--- config.mk ---
export PLATFORM = sky130hd
export DESIGN_NAME = nibble_serial_adder_flat
export DESIGN_NICKNAME = d
export VERILOG_FILES = /design/src/rtl/nibble_serial_adder_if.sv /design/src/rtl/nibble_serial_adder.sv /design/src/flat_wrapper.sv
export SDC_FILE = /design/constraint.sdc
export NUM_CORES = 1
export LEC_CHECK = 0
export BUFFER_PORTS_ARGS = -buffer_cell sky130_fd_sc_hd__buf_2
export CAP_MARGIN = 5
export CORE_UTILIZATION = 53
export DETAILED_ROUTE_END_ITERATION = 6
export HOLD_SLACK_MARGIN = 0.02
export PLACE_DENSITY = 0.74
export SKIP_CTS_REPAIR_TIMING = 1
export SLEW_MARGIN = 0
export SYNTH_ARGS = -nofsm -noshare
export SYNTH_HDL_FRONTEND = slang
export SYNTH_SLANG_ARGS = --single-unit
export TNS_END_PERCENT = 100
--- constraint.sdc ---
create_clock -name clk -period 3.4 [get_ports clk]
set_clock_uncertainty 0.2 [all_clocks]
set_input_delay 0.17 -clock clk [delete_from_list [all_inputs] [get_ports clk]]
set_output_delay 0.17 -clock clk [all_outputs]
set_load 0.005 [all_outputs]
--- src/rtl/nibble_serial_adder_if.sv ---
// nibble_serial_adder_if
//   Bundles the start/busy/done handshake, operands and result of the
//   nibble-serial adder.
//   Handshake: start is a request taken only when the adder is idle or
//   finishing (busy=0); a/b (and sub) are sampled on that same edge.
//   busy stays high while the nibbles are being computed, and done pulses
//   for one cycle when s/cout/ovf are final. start seen while busy=1 is dropped.
//   Optional macro NIBBLE_SUB_EN adds the sub (subtract select) signal.
//   Modports: master drives the request side, slave is the adder.
interface nibble_serial_adder_if #(
  parameter int NIBBLES = 4
);
  logic                 start;
  logic [4*NIBBLES-1:0] a;
  logic [4*NIBBLES-1:0] b;
`ifdef NIBBLE_SUB_EN
  logic                 sub;
`endif
  logic                 busy;
  logic                 done;
  logic [4*NIBBLES-1:0] s;
  logic                 cout;
  logic                 ovf;

`ifdef NIBBLE_SUB_EN
  modport master (output start, a, b, sub, input busy, done, s, cout, ovf);
  modport slave  (input start, a, b, sub, output busy, done, s, cout, ovf);
`else
  modport master (output start, a, b, input busy, done, s, cout, ovf);
  modport slave  (input start, a, b, output busy, done, s, cout, ovf);
`endif
endinterface

--- src/rtl/nibble_serial_adder.sv ---
// nibble_serial_adder
//   Multi-cycle adder that reuses one 4-bit carry-lookahead slice for every
//   nibble of the operands, chaining nibbles through a carry register.
//   One nibble of s is written per cycle (LSB first); sum, carry-out and
//   signed overflow are held after done until the next accepted start.
//   Optional macro NIBBLE_SUB_EN: sub=1 captures ~b with carry-in 1 (a-b).
// Ports:
//   clk        rising-edge clock
//   nrst       synchronous active-low reset
//   bus        slave side of nibble_serial_adder_if (start/a/b/[sub] in,
//              busy/done/s/cout/ovf out, all outputs registered)
//   dbg_state  current FSM state (0=IDLE, 1=RUN, 2=DONE)
module nibble_serial_adder #(
  parameter int NIBBLES = 4
) (
  input  logic                  clk,
  input  logic                  nrst,
  nibble_serial_adder_if.slave  bus,
  output logic [1:0]            dbg_state
);
  localparam int W  = 4 * NIBBLES;
  localparam int IW = (NIBBLES > 1) ? $clog2(NIBBLES) : 1;

  typedef enum logic [1:0] {IDLE = 2'd0, RUN = 2'd1, DONE = 2'd2} state_t;

  state_t          state;
  logic [W-1:0]    opa, opb;
  logic            carry;
  logic [IW-1:0]   idx;
  logic [W-1:0]    s_q;
  logic            cout_q, ovf_q, busy_q, done_q;

  // Subtract select seen at capture; constant 0 when subtraction is built out.
  logic sub_in;
`ifdef NIBBLE_SUB_EN
  assign sub_in = bus.sub;
`else
  assign sub_in = 1'b0;
`endif

  // Capture happens on any start taken in IDLE or DONE.
  logic accept;
  assign accept = bus.start && (state == IDLE || state == DONE);

  // ---------------- 4-bit carry-lookahead slice ----------------
  logic [3:0] na, nb, g, p, sum;
  logic       c1, c2, c3, c4;
  logic       last;

  assign na = opa[4*idx +: 4];
  assign nb = opb[4*idx +: 4];
  assign g  = na & nb;
  assign p  = na ^ nb;
  assign c1 = g[0] | (p[0] & carry);
  assign c2 = g[1] | (p[1] & g[0]) | (p[1] & p[0] & carry);
  assign c3 = g[2] | (p[2] & g[1]) | (p[2] & p[1] & g[0])
            | (p[2] & p[1] & p[0] & carry);
  assign c4 = g[3] | (p[3] & g[2]) | (p[3] & p[2] & g[1])
            | (p[3] & p[2] & p[1] & g[0]) | (p[3] & p[2] & p[1] & p[0] & carry);
  assign sum  = p ^ {c3, c2, c1, carry};
  assign last = (idx == IW'(NIBBLES - 1));

  // ---------------- control FSM and datapath registers ----------------
  always_ff @(posedge clk) begin
    if (!nrst) begin
      state  <= IDLE;
      opa    <= '0;
      opb    <= '0;
      carry  <= 1'b0;
      idx    <= '0;
      s_q    <= '0;
      cout_q <= 1'b0;
      ovf_q  <= 1'b0;
      busy_q <= 1'b0;
      done_q <= 1'b0;
    end else begin
      case (state)
        IDLE: begin
          if (bus.start) begin
            state  <= RUN;
            busy_q <= 1'b1;
          end
        end
        RUN: begin
          s_q[4*idx +: 4] <= sum;
          carry           <= c4;
          idx             <= idx + 1'b1;
          if (last) begin
            cout_q <= c4;
            // Carry into the MSB differs from carry out of it on signed overflow.
            ovf_q  <= c3 ^ c4;
            state  <= DONE;
            busy_q <= 1'b0;
            done_q <= 1'b1;
          end
        end
        DONE: begin
          done_q <= 1'b0;
          if (bus.start) begin
            state  <= RUN;
            busy_q <= 1'b1;
          end else begin
            state  <= IDLE;
          end
        end
        default: begin
          state  <= IDLE;
          busy_q <= 1'b0;
          done_q <= 1'b0;
        end
      endcase

      // Operand capture overrides the RUN-side writes only in IDLE/DONE,
      // where RUN writes never happen, so no conflict arises.
      if (accept) begin
        opa    <= bus.a;
        opb    <= sub_in ? ~bus.b : bus.b;
        carry  <= sub_in;
        idx    <= '0;
        s_q    <= '0;
        cout_q <= 1'b0;
        ovf_q  <= 1'b0;
      end
    end
  end

  assign bus.s     = s_q;
  assign bus.cout  = cout_q;
  assign bus.ovf   = ovf_q;
  assign bus.busy  = busy_q;
  assign bus.done  = done_q;
  assign dbg_state = state;
endmodule

--- src/flat_wrapper.sv ---
// flat-port wrapper written by rule: the top's interface ports become plain ports
module nibble_serial_adder_flat 
#(
  parameter int NIBBLES = 4
)
  (clk, nrst, dbg_state, bus_start, bus_a, bus_b, bus_busy, bus_done, bus_s, bus_cout, bus_ovf);
  nibble_serial_adder_if #(.NIBBLES(NIBBLES)) bus_i ();
  input  logic clk;
  input  logic nrst;
  output logic [1:0] dbg_state;
  input wire logic [$bits(bus_i.start)-1:0] bus_start;
  input wire logic [$bits(bus_i.a)-1:0] bus_a;
  input wire logic [$bits(bus_i.b)-1:0] bus_b;
  output wire logic [$bits(bus_i.busy)-1:0] bus_busy;
  output wire logic [$bits(bus_i.done)-1:0] bus_done;
  output wire logic [$bits(bus_i.s)-1:0] bus_s;
  output wire logic [$bits(bus_i.cout)-1:0] bus_cout;
  output wire logic [$bits(bus_i.ovf)-1:0] bus_ovf;
  assign bus_i.start = bus_start;
  assign bus_i.a = bus_a;
  assign bus_i.b = bus_b;
  assign bus_busy = bus_i.busy;
  assign bus_done = bus_i.done;
  assign bus_s = bus_i.s;
  assign bus_cout = bus_i.cout;
  assign bus_ovf = bus_i.ovf;
  nibble_serial_adder #(.NIBBLES(NIBBLES)) u_core (.clk(clk), .nrst(nrst), .bus(bus_i), .dbg_state(dbg_state));
endmodule
==> flow_summary.yaml <==
outcome:
  outcome: "completed"
placement:
  place.port_buffers: 56
  detailed_place_hpwl_mm: 3.95
  gp_congestion: 0.868
synth:
  syn_area_sq_um: 2570
  mapped_nets: 330
  synth_enable_flop_cells: 0
  syn_area_per_cell_sq_um: 9.07
  synthFlopType: "dfxtp_1"
  async_flop_share: 0
  compound_gate_portion_of_the_synthesized_area: 0.149
  post_synth_mux_area_share: 0.0741
  synth.largest_area_cell: "dfxtp_1"
  synth_top_family_by_area: "simple AND/OR/NAND/NOR gates"
  postSynthCellCount: 283
  ys_seq_elements: 57
  synth_xor_xnor_area_share: 0.00683
  synth-seq-area-share: 0.445
  synth_commonest_cells: "nand2_1 (72), dfxtp_1 (57), a21oi_1 (39)"
  synth-adder-area-share: 0.0614
  synth.lib_cells_used.distinct: 39
  synth_top_area_share: 0.445
  synth_warnings: 0
  ys_top_cells_by_area: "dfxtp_1 (44%), nand2_1 (11%), a21oi_1 (7.6%)"
  yosys.cell_count.top_type: "nand2_1"
  synth_simple_gate_area_frac: 0.230
grt:
  maximum_number_of_pins_on_one_net_before_global_route_repair: 40
  first_global_vias: 2069
  grt_antenna_before_repair: 1
  grt_first_pass_wirelength_mm: 9.70
  grt.total_usage: 0.250
  global_route.overflow_total: 0
setup_path:
  path_delay_family: "compound AO/OA/AOI/OAI gates"
  critPathSlowestCell: "dfxtp_1"
  critical_path.startpoint_type: "register"
  required_time_worst_endpoint_ps: 3390
  worstPathArrival_ps: 2900
  setup.worst_path.end_class: "register"
  crit_type: "register to register"
  critical_path.n_buffers_inverters: 1
  path_cells: "buf_4 -> mux4_2 -> ha_1 -> a211oi_1 -> o21bai_2 -> a21oi_1 -> a211oi_1"
  crit_path_max_fanout: 10
  cpPeakStageDelay_ps: 550
  timing.critical_path.mode_cell: "a211oi_1"
sta:
  setup_viol: 0
  finalHoldViolations: 0
  layout_min_cycle_time_ps: 2910
  rsz0062_at_grt: "false"
  fmax_ghz: 0.343
  setup-tns-final_ps: 0
  timing.final.crit_share: 0.857
  worst-slew-pin-transition_ps: 684
  finalMaxSlewViolations: 0
  slew_headroom: 0.543
cells_and_area:
  fin_nets: 417
  drive_above_1_share: 0.251
  final.fill_count: 338
  utilization: 0.749
  synth_to_final_area_change_pct: 31.4
floorplanning:
  row_count: 24
  die_width_um: 71.6
  design.die.area_sq_um: 5120
  floorplan.io_pins: 57
  design.core.area_sq_um: 4500
  die_span_in_y_um: 71.6
  initial_utilization: 0.570
clocking:
  numClockSinks: 57
  total_clock_buffers_created_by_cts: 9
  clk_path_buf_depth: 2
  clk_transition_reported_paths_ps: 60
  htree_levels: 3
  root_buffer: "clkbuf_8"
  clkLatencyLatePin_ps: 330
  tritoncts_clock_tree: "done"
worst_hold_path:
  timing.hold.worst.class: "primary input to register"
route:
  drt_first_iter_violations: 146
  wl_met3_um: 324
  drt_pass1_iterations: 4
  drc: 0
  met1Wirelength_mm: 2.79
  post_detailed_route_count_of_antenna_violating_nets: 0
  routed_wirelength_mm: 6.46
  top_signal_layer_used: "met4"
  detailroute.wirelength.met2_mm: 3.15
  route.detailed.vias_per_inst: 5.54
  wire_per_inst_um: 15.1
  dr_total_vias: 2366
pwr:
  vdd_ir_max_v: 0.000423
  cellPowerDensity_nw_per_um2: 450
  p_leak_uw: 0.00142
run:
  drv_cap: 0
[through the flow]
stage          total power [uW]  std cells  cell area (sq um)  worst slack (ps)  hold slack [ps]
2_1_floorplan               858        283               2570               695             91.7
6_report                   1520        427               3370               486              218
5_1_grt                    1590        427               3370               257              268
3_3_place_gp                909        378               2860               649              211
4_1_cts                    1490        393               3040               462             -144
3_5_place_dp                914        378               2860               477              215
[cell usage in the layout, fill, tap and decap left out, types with 2 or more instances in the layout]
| cell | count |
|---|---|
| a32oi_1 | 4 |
| nand4_1 | 4 |
| nand2b_1 | 2 |
| inv_1 | 2 |
| nand2_1 | 72 |
| a211oi_1 | 3 |
| dlygate4sd3_1 | 33 |
| inv_2 | 2 |
| nand3_1 | 12 |
| clkbuf_1 | 2 |
| a211oi_2 | 2 |
| nor4_4 | 3 |
| buf_2 | 56 |
| nor2_1 | 17 |
| dfxtp_1 | 57 |
| mux4_2 | 8 |
| buf_4 | 3 |
| a21oi_1 | 39 |
| a22oi_1 | 8 |
| ha_1 | 11 |
| o21ai_0 | 2 |
| clkinv_2 | 3 |
| clkbuf_8 | 9 |
[power breakdown]
part	switching (uW)	internal [uW]
clock	256	331
combinational	116	98.7
sequential	20.4	697
total	393	1130
[tightest hold or removal path: stages]
cell and delay (ps):
buf_2 80, nand2b_1 50, buf_4 240, nand2_1 110, a21oi_1 50
[final cells by class]
cell class	instances	area (sq um)	share of cell area
tap	52	65.1	0.0193
sequential	57	1140	0.338
clock buffer	11	131	0.0389
timing repair buffer	92	633	0.188
inverter	4	15.0	0.00445
multi-input combinational	206	1340	0.397
clock inverter	4	45.0	0.0134
antenna	1	2.50	0.000742
[path summary, 6_finish.rpt]
| path | startpoint | endpoint | slack [ps] | cells past startpoint |
|---|---|---|---|---|
| setup / recovery | u_core.idx[0] | u_core.carry | 490 | 7 |
| hold / removal | bus_start | u_core.opb[11] | 220 | 5 |
| setup reg to reg | u_core.idx[0] | u_core.carry | 490 | 7 |
| hold reg to reg | u_core.opb[1] | u_core.opb[1] | 250 | 2 |
[metal layers]
metal  GRT usage  up-vias
li1            -     1166
met1       0.326     1104
met2       0.390       76
met3      0.0816       20
met4      0.0893        0
met5           0        -
[sequential cells by signal, summed over array words and instances (netlist names)]
register / count
u_core.bus.s: 16
u_core.opa: 16
u_core.opb: 16
u_core.dbg_state: 2
u_core.idx: 2
u_core.bus.busy: 1
u_core.bus.cout: 1
u_core.bus.done: 1
u_core.bus.ovf: 1
u_core.carry: 1
[cell families after synthesis]
kind of cell,Yosys count
simple gates,121
mux,9
compound gates,62
fa+ha+maj,12
buf+inv,20
flops,57
xor+xnor,2
No activity file was read; power rests on OpenSTA's default activity.
